File: src/rtl/reg_file_param.sv
// Parameterised two-read, one-write register file with registered read ports,
// optional hardwired-zero entry 0, optional write-first bypass and a bulk-clear sequencer.
//
// state   | meaning
// --------+---------------------------------------------------------------
// S_IDLE  | normal operation: writes accepted, bypass active, i_clear armed
// S_CLEAR | sweeping mem[cnt] to zero, one entry per cycle; writes dropped
module reg_file_param #(
  parameter int DATA_W   = 32,
  parameter int ADDR_W   = 5,
  parameter int ZERO_REG = 1,
  parameter int BYPASS   = 1
) (
  input  logic              i_clk,
  input  logic              i_rst,
  input  logic [ADDR_W-1:0] i_readAdd1,
  input  logic [ADDR_W-1:0] i_readAdd2,
  input  logic              i_readEn1,
  input  logic              i_readEn2,
  output logic [DATA_W-1:0] o_readData1,
  output logic [DATA_W-1:0] o_readData2,
  input  logic              i_writeEn,
  input  logic [ADDR_W-1:0] i_writeAdd,
  input  logic [DATA_W-1:0] i_writeData,
  input  logic              i_clear,
  output logic              o_busy,
  output logic              o_clearDone
);

  localparam int                DEPTH = 2 ** ADDR_W;
  localparam logic [ADDR_W-1:0] LAST  = ADDR_W'(DEPTH - 1);

  typedef enum logic {
    S_IDLE  = 1'b0,
    S_CLEAR = 1'b1
  } state_t;

  state_t              r_state;
  state_t              w_state_next;
  logic [ADDR_W-1:0]   r_cnt;
  logic [ADDR_W-1:0]   w_cnt_next;
  logic [DATA_W-1:0]   r_mem [DEPTH];
  logic [DATA_W-1:0]   r_readData1;
  logic [DATA_W-1:0]   r_readData2;
  logic                r_clearDone;
  logic                w_busy;
  logic                w_clear_last;
  logic                w_wr_ok;
  logic [DATA_W-1:0]   w_rd1;
  logic [DATA_W-1:0]   w_rd2;

  always_ff @(posedge i_clk) begin
    if (i_rst) begin
      r_state <= S_IDLE;
      r_cnt   <= '0;
    end else begin
      r_state <= w_state_next;
      r_cnt   <= w_cnt_next;
    end
  end

  // cnt is forced back to zero on the last entry rather than allowed to wrap
  always_comb begin
    w_state_next = r_state;
    w_cnt_next   = r_cnt;
    case (r_state)
      S_IDLE: begin
        w_cnt_next = '0;
        if (i_clear) begin
          w_state_next = S_CLEAR;
        end
      end
      S_CLEAR: begin
        if (r_cnt == LAST) begin
          w_state_next = S_IDLE;
          w_cnt_next   = '0;
        end else begin
          w_cnt_next = r_cnt + ADDR_W'(1);
        end
      end
      default: begin
        w_state_next = S_IDLE;
        w_cnt_next   = '0;
      end
    endcase
  end

  always_comb begin
    w_busy       = (r_state == S_CLEAR);
    w_clear_last = w_busy && (r_cnt == LAST);
    w_wr_ok      = (r_state == S_IDLE) && i_writeEn &&
                   !((ZERO_REG != 0) && (i_writeAdd == '0));
  end

  always_ff @(posedge i_clk) begin
    if (i_rst) begin
      for (int i = 0; i < DEPTH; i++) begin
        r_mem[i] <= '0;
      end
    end else if (w_busy) begin
      r_mem[r_cnt] <= '0;
    end else if (w_wr_ok) begin
      r_mem[i_writeAdd] <= i_writeData;
    end
  end

  // w_wr_ok already excludes CLEAR and a discarded write to entry 0
  always_comb begin
    if ((ZERO_REG != 0) && (i_readAdd1 == '0)) begin
      w_rd1 = '0;
    end else if ((BYPASS != 0) && w_wr_ok && (i_writeAdd == i_readAdd1)) begin
      w_rd1 = i_writeData;
    end else begin
      w_rd1 = r_mem[i_readAdd1];
    end
    if ((ZERO_REG != 0) && (i_readAdd2 == '0)) begin
      w_rd2 = '0;
    end else if ((BYPASS != 0) && w_wr_ok && (i_writeAdd == i_readAdd2)) begin
      w_rd2 = i_writeData;
    end else begin
      w_rd2 = r_mem[i_readAdd2];
    end
  end

  always_ff @(posedge i_clk) begin
    if (i_rst) begin
      r_readData1 <= '0;
      r_readData2 <= '0;
      r_clearDone <= 1'b0;
    end else begin
      if (i_readEn1) begin
        r_readData1 <= w_rd1;
      end
      if (i_readEn2) begin
        r_readData2 <= w_rd2;
      end
      r_clearDone <= w_clear_last;
    end
  end

  assign o_readData1 = r_readData1;
  assign o_readData2 = r_readData2;
  assign o_busy      = w_busy;
  assign o_clearDone = r_clearDone;

endmodule
File: config.mk
export PLATFORM = sky130hd
export DESIGN_NAME = reg_file_param
export DESIGN_NICKNAME = d
export VERILOG_FILES = /design/src/rtl/reg_file_param.sv
export SDC_FILE = /design/constraint.sdc
export NUM_CORES = 2
export LEC_CHECK = 0
export BUFFER_PORTS_ARGS = -buffer_cell sky130_fd_sc_hd__buf_4
export CAP_MARGIN = 10
export CELL_PAD_IN_SITES_DETAIL_PLACEMENT = 1
export CELL_PAD_IN_SITES_GLOBAL_PLACEMENT = 1
export CORE_UTILIZATION = 40
export DETAILED_ROUTE_END_ITERATION = 8
export PLACE_DENSITY = 0.6
export SYNTH_ARGS = -nofsm -noshare
export SYNTH_HDL_FRONTEND = slang
export SYNTH_SLANG_ARGS = --single-unit
File: constraint.sdc
create_clock -name i_clk -period 4.7 [get_ports i_clk]
set_clock_uncertainty 0.1 [all_clocks]
set_input_delay 0.94 -clock i_clk [delete_from_list [all_inputs] [get_ports i_clk]]
set_output_delay 0.94 -clock i_clk [all_outputs]
set_load 0.01 [all_outputs]
# ---- Yosys cells after proc, flatten, opt, wreduce, memory -nomap -nowiden
# Memories as Yosys holds them, arrays and structs flattened.
# Cells that the tools add are included.
dict set report word_totals {
  reg_bits 71
  latch_bits 0
  ramBits 1024
  rom_bits 0
  in_bits 53
  output_inout_bits 66
  wordCells 46
  n_memories 1
}
# name words width rd rd_clocked_by_memory_dff write_ports line_no
set memory_table {}
lappend memory_table {r_mem 32 32 2 0 32 42} ;# logic [DATA_W-1:0] r_mem [DEPTH];
dict set report op_classes {
  n_addsub 1
  n_mul 0
  n_div 0
  order_cmp 0
  eq_ne 3
  shifts 0
  n_mux 24
  n_bitwise 1
  n_reduce_logical 11
}
# operator count
set op_table {}
lappend op_table {{32-bit two-way mux} 6}
lappend op_table {{32-bit OR reduction} 2}
lappend op_table {{5-bit zero test} 3}
lappend op_table {{5-bit two-way mux} 3}
lappend op_table {{1-bit two-way mux} 13}
lappend op_table {{5-bit equality test} 2}
lappend op_table {{5-bit case mux with 2 select lines} 1}
lappend op_table {{5-bit by 1-bit adder with 5-bit output (second input constant)} 1}
lappend op_table {{5-bit equality test (second input constant)} 1}
lappend op_table {{1-bit logical AND} 5}
lappend op_table {{1-bit case mux with 2 select lines} 1}
lappend op_table {{1-bit zero test} 1}
lappend op_table {{1-bit inverter} 1}

# ---- Longest topological paths before layout
dict set report logic_depth {
  depth_word 9
  ltp_mapped 9
  mapped_depth_nobuf 6
}

# ---- Worst setup path before layout
# No wires, ideal clock.
dict set report synth_timing {
  kind {input to register}
  from {input port i_rst}
  to {memory r_mem[15][0] (enable)}
  setup_time_ns 0.389
  arrival_time_ns 3.640
  t_required_ns 4.211
  slack_ns 0.571
  stages 8
  path_buffers 3
  cell_sequence {buf_6 > or3b_4 > a21oi_4 > mux2i_4 > buf_4 > nand4_2 > buf_4 > nand2_1}
}
# item line_no
set synth_lines {}
lappend synth_lines {{start: declaration} 15} ;# input logic i_rst,
lappend synth_lines {{end: declaration} 42}

==> results.cfg <==
[drt]
wl_met3_um = 19000
drt_wl_cell_um = 34.9
final_antenna_net_count = 0
met2WireLength_um = 98000
drt-pass1-iter-count = 5
postRouteWirelength_um = 210000
top_layer = met5
wl_met1_um = 85900
route.detailed.drc = 0
via_per_inst = 6.35
drt-initial-drc-count = 4122
vias = 38258

[sta]
period_needed_ns = 3.57
layout_worst_path_cycle_share_pct = 76.0
achievable-frequency_mhz = 280
max_slew_margin_pct = 29.0
setup_total_negative_slack_ns = 0
final_critical_path_setup_slack_ns = 1.13
slew_violations = 0
setup_viol = 0
grt_setup_unrepaired = false
total_count_of_hold_check_failures_in_the_final_report = 0
worst_slew_pin_tran_ns = 1.06
hold_ws_ns = 0.307

[floorplanning]
die_height_um = 372
core_footprint_um2 = 136000
die_area_um2 = 138000
floorplan.io_pins = 119
num_rows = 135
fp.dieW_um = 372
initial_utilization_pct = 40.4

[grt]
grt.overflow.total = 0
first_global_vias = 39669
track_usage_pct = 30.3
grt_start_max_net_pins = 97
wire_length_of_the_first_global_routing_pass_um = 295000
antenna_found_initial = 12

[power]
max-vdd-ir-drop_mv = 0.302
p_leak_uw = 0.0219
cellPowerDensity_nw_per_um2 = 375

[worst_setup_path]
worst_setup_path_start_kind = flip-flop
worst_path_arrival_ns = 3.94
path_class = flip-flop to flip-flop
crit_fanout = 17
worst_ep_required_time_ns = 5.07
crit-reg2reg-capture = r_mem[29][26]
worst_r2r_path_depth = 6
ff2ff_setup_slack_ns = 1.13
rr_startpoint = o_busy
critical_path.endpoint_type = flip-flop

[synthesis]
sequential_share_of_the_synthesized_area_pct = 58.8
synth_cells = 4049
postSynthRegisterBits = 1095
synth_common_cells = 1024 x sky130_fd_sc_hd__edfxtp_1, 1001 x sky130_fd_sc_hd__nor2_1, 505 x sky130_fd_sc_hd__mux2i_1, 260 x sky130_fd_sc_hd__mux4_2, 254 x sky130_fd_sc_hd__a22oi_1
dominantRegCellSynth = sky130_fd_sc_hd__edfxtp_1
post_synth_main_area_contributors = sky130_fd_sc_hd__edfxtp_1 56%, sky130_fd_sc_hd__mux4_2 11%, sky130_fd_sc_hd__mux2i_1 9.2%
synth_most_common_cell = sky130_fd_sc_hd__edfxtp_1
post_synth_instance_area_um2 = 54700
post-synth-top-area-cell = sky130_fd_sc_hd__edfxtp_1
synth_cell_type_count = 55
async_flop_share_pct = 0
yosysWarningCount = 0
synth_top_cell_area_share_pct = 56.2
synth_edf_count = 1024
syn_area_per_cell_um2 = 13.5

[clock_tree]
clk_slew_on_worst_s_h_paths_ns = 0.06
worst_skew_pair.late_latency_ns = 0.76
cts_num_sinks = 1095
ctsHoldBuffers = 0
clock_tree.buffer_depth = 3
tritoncts.num_buffers = 121
post-cts-setup-buffers = 0
clock_tree_from_tritoncts = built
post_cts_resize_count = 0
cts_max_level = 3
clockRootBuffer = sky130_fd_sc_hd__clkbuf_16

[layout]
final_net_count = 4189
final_cell_area_um2 = 62500
seq_area_um2 = 32200
drive_above_1_share_pct = 21.2
area_delta_synth_final_pct = 14.2
nFillCells = 13525
multi_input_area_um2 = 20900
finish.utilization_pct = 46.1

[place]
dp_hpwl_um = 134000
port_buffers = 118
placed_area_um2 = 58600
place_ws_ns = 0.601
gpl.final_weighted_congestion = 0.882

[hold_path]
min_delay_worst_endpoint = o_readData2[0]
hold_depth = 2
worstHoldPathType = primary input to flip-flop
timing.hold.worst.start = i_writeData[0]

[outcome]
result_of_the_run = completed

[job]
drv_cap = 0
## cell usage in the layout, fill, tap and decap left out, types with 7 or more instances in the layout
| master | synthesis | layout |
|---|---|---|
| sky130_fd_sc_hd__clkinv_1 | 1 | 16 |
| sky130_fd_sc_hd__clkbuf_8 | 0 | 9 |
| sky130_fd_sc_hd__nand2_1 | 69 | 36 |
| sky130_fd_sc_hd__nand2_2 | 0 | 33 |
| sky130_fd_sc_hd__mux4_2 | 260 | 260 |
| sky130_fd_sc_hd__conb_1 | 1 | 32 |
| sky130_fd_sc_hd__bufinv_16 | 0 | 11 |
| sky130_fd_sc_hd__dfxtp_1 | 71 | 71 |
| sky130_fd_sc_hd__xnor2_1 | 10 | 10 |
| sky130_fd_sc_hd__clkinv_2 | 0 | 25 |
| sky130_fd_sc_hd__buf_12 | 1 | 46 |
| sky130_fd_sc_hd__edfxtp_1 | 1024 | 1024 |
| sky130_fd_sc_hd__nand4_4 | 25 | 28 |
| sky130_fd_sc_hd__a221o_1 | 62 | 62 |
| sky130_fd_sc_hd__nor2_1 | 1001 | 999 |
| sky130_fd_sc_hd__nor4_1 | 66 | 63 |
| sky130_fd_sc_hd__nor4bb_4 | 0 | 7 |
| sky130_fd_sc_hd__o22ai_1 | 128 | 128 |
| sky130_fd_sc_hd__buf_4 | 16 | 307 |
| sky130_fd_sc_hd__clkbuf_16 | 0 | 123 |
| sky130_fd_sc_hd__a22oi_1 | 254 | 254 |
| sky130_fd_sc_hd__nand4_1 | 66 | 66 |
| sky130_fd_sc_hd__mux2i_1 | 505 | 505 |
| sky130_fd_sc_hd__clkbuf_1 | 235 | 36 |
## layout make-up
class,count,share of cell area (%)
clock inverters,62,1.00
repair buffers,357,5.25
multi-input cells,2554,33.4
flip-flops and latches,1095,51.5
well taps,1781,3.56
diodes,4,0.0160
clock buffers,168,5.34
inverters,5,0.0300
## power by group
part | leakage [uW] | switching (uW) | internal (uW)
Clock | 0.00194 | 4150 | 5550
Sequential | 0.0111 | 232 | 11000
Combinational | 0.00881 | 1570 | 909
## critical path, cell delays in order (launching register included)
cell and delay (ns):
sky130_fd_sc_hd__dfxtp_1 0.52, sky130_fd_sc_hd__or3b_4 0.52, sky130_fd_sc_hd__a21oi_4 0.45, sky130_fd_sc_hd__mux2i_4 0.65, sky130_fd_sc_hd__nand4_1 0.26, sky130_fd_sc_hd__nand2_2 0.47
sky130_fd_sc_hd__buf_4 0.28
## state kept, by name, indices dropped and copies added (netlist names)
name	count
r_mem	1024
o_busy	1
o_clearDone	1
r_cnt	5
o_readData2	32
o_readData1	32
## routing by layer
layer	GRT usage, %	up-vias
met5	0	-
met4	11.2	6
met3	7.24	415
met2	48.0	1744
met1	40.5	20337
li1	-	15756
## logic make-up (layout without fill, tap and decap cells)
logic type,Yosys count,count (layout),share of synthesized area [%]
simple gates,1278,1278,10.6
flops,1095,1095,58.8
mux,771,771,20.1
compound gates,459,459,6.32
buf+inv,431,592,3.96
xor+xnor,12,12,0.192
fa+ha+maj,2,2,0.0457
other cells,1,36,0.00685
## per-stage QoR
| stage | instances | power [uW] |
|---|---|---|
| after global routing | 6022 | 24000 |
| after global placement | 5792 | 13900 |
| after detailed placement | 5792 | 13900 |
| after floorplan | 4080 | 12700 |
| after CTS | 6022 | 23500 |
| final | 6026 | 23400 |
## worst max-delay path by stage
stage / start / to / slack, ns
floorplan: i_rst / r_mem[15][0] / 0.57
global placement: i_rst / r_mem[29][30] / 0.58
detailed placement: i_rst / r_mem[29][30] / 0.60
CTS: o_busy / r_mem[29][30] / 1.14
global route: o_busy / r_mem[29][13] / 1.0
finish: o_busy / r_mem[29][26] / 1.13
(Power assumes the default switching activity.)
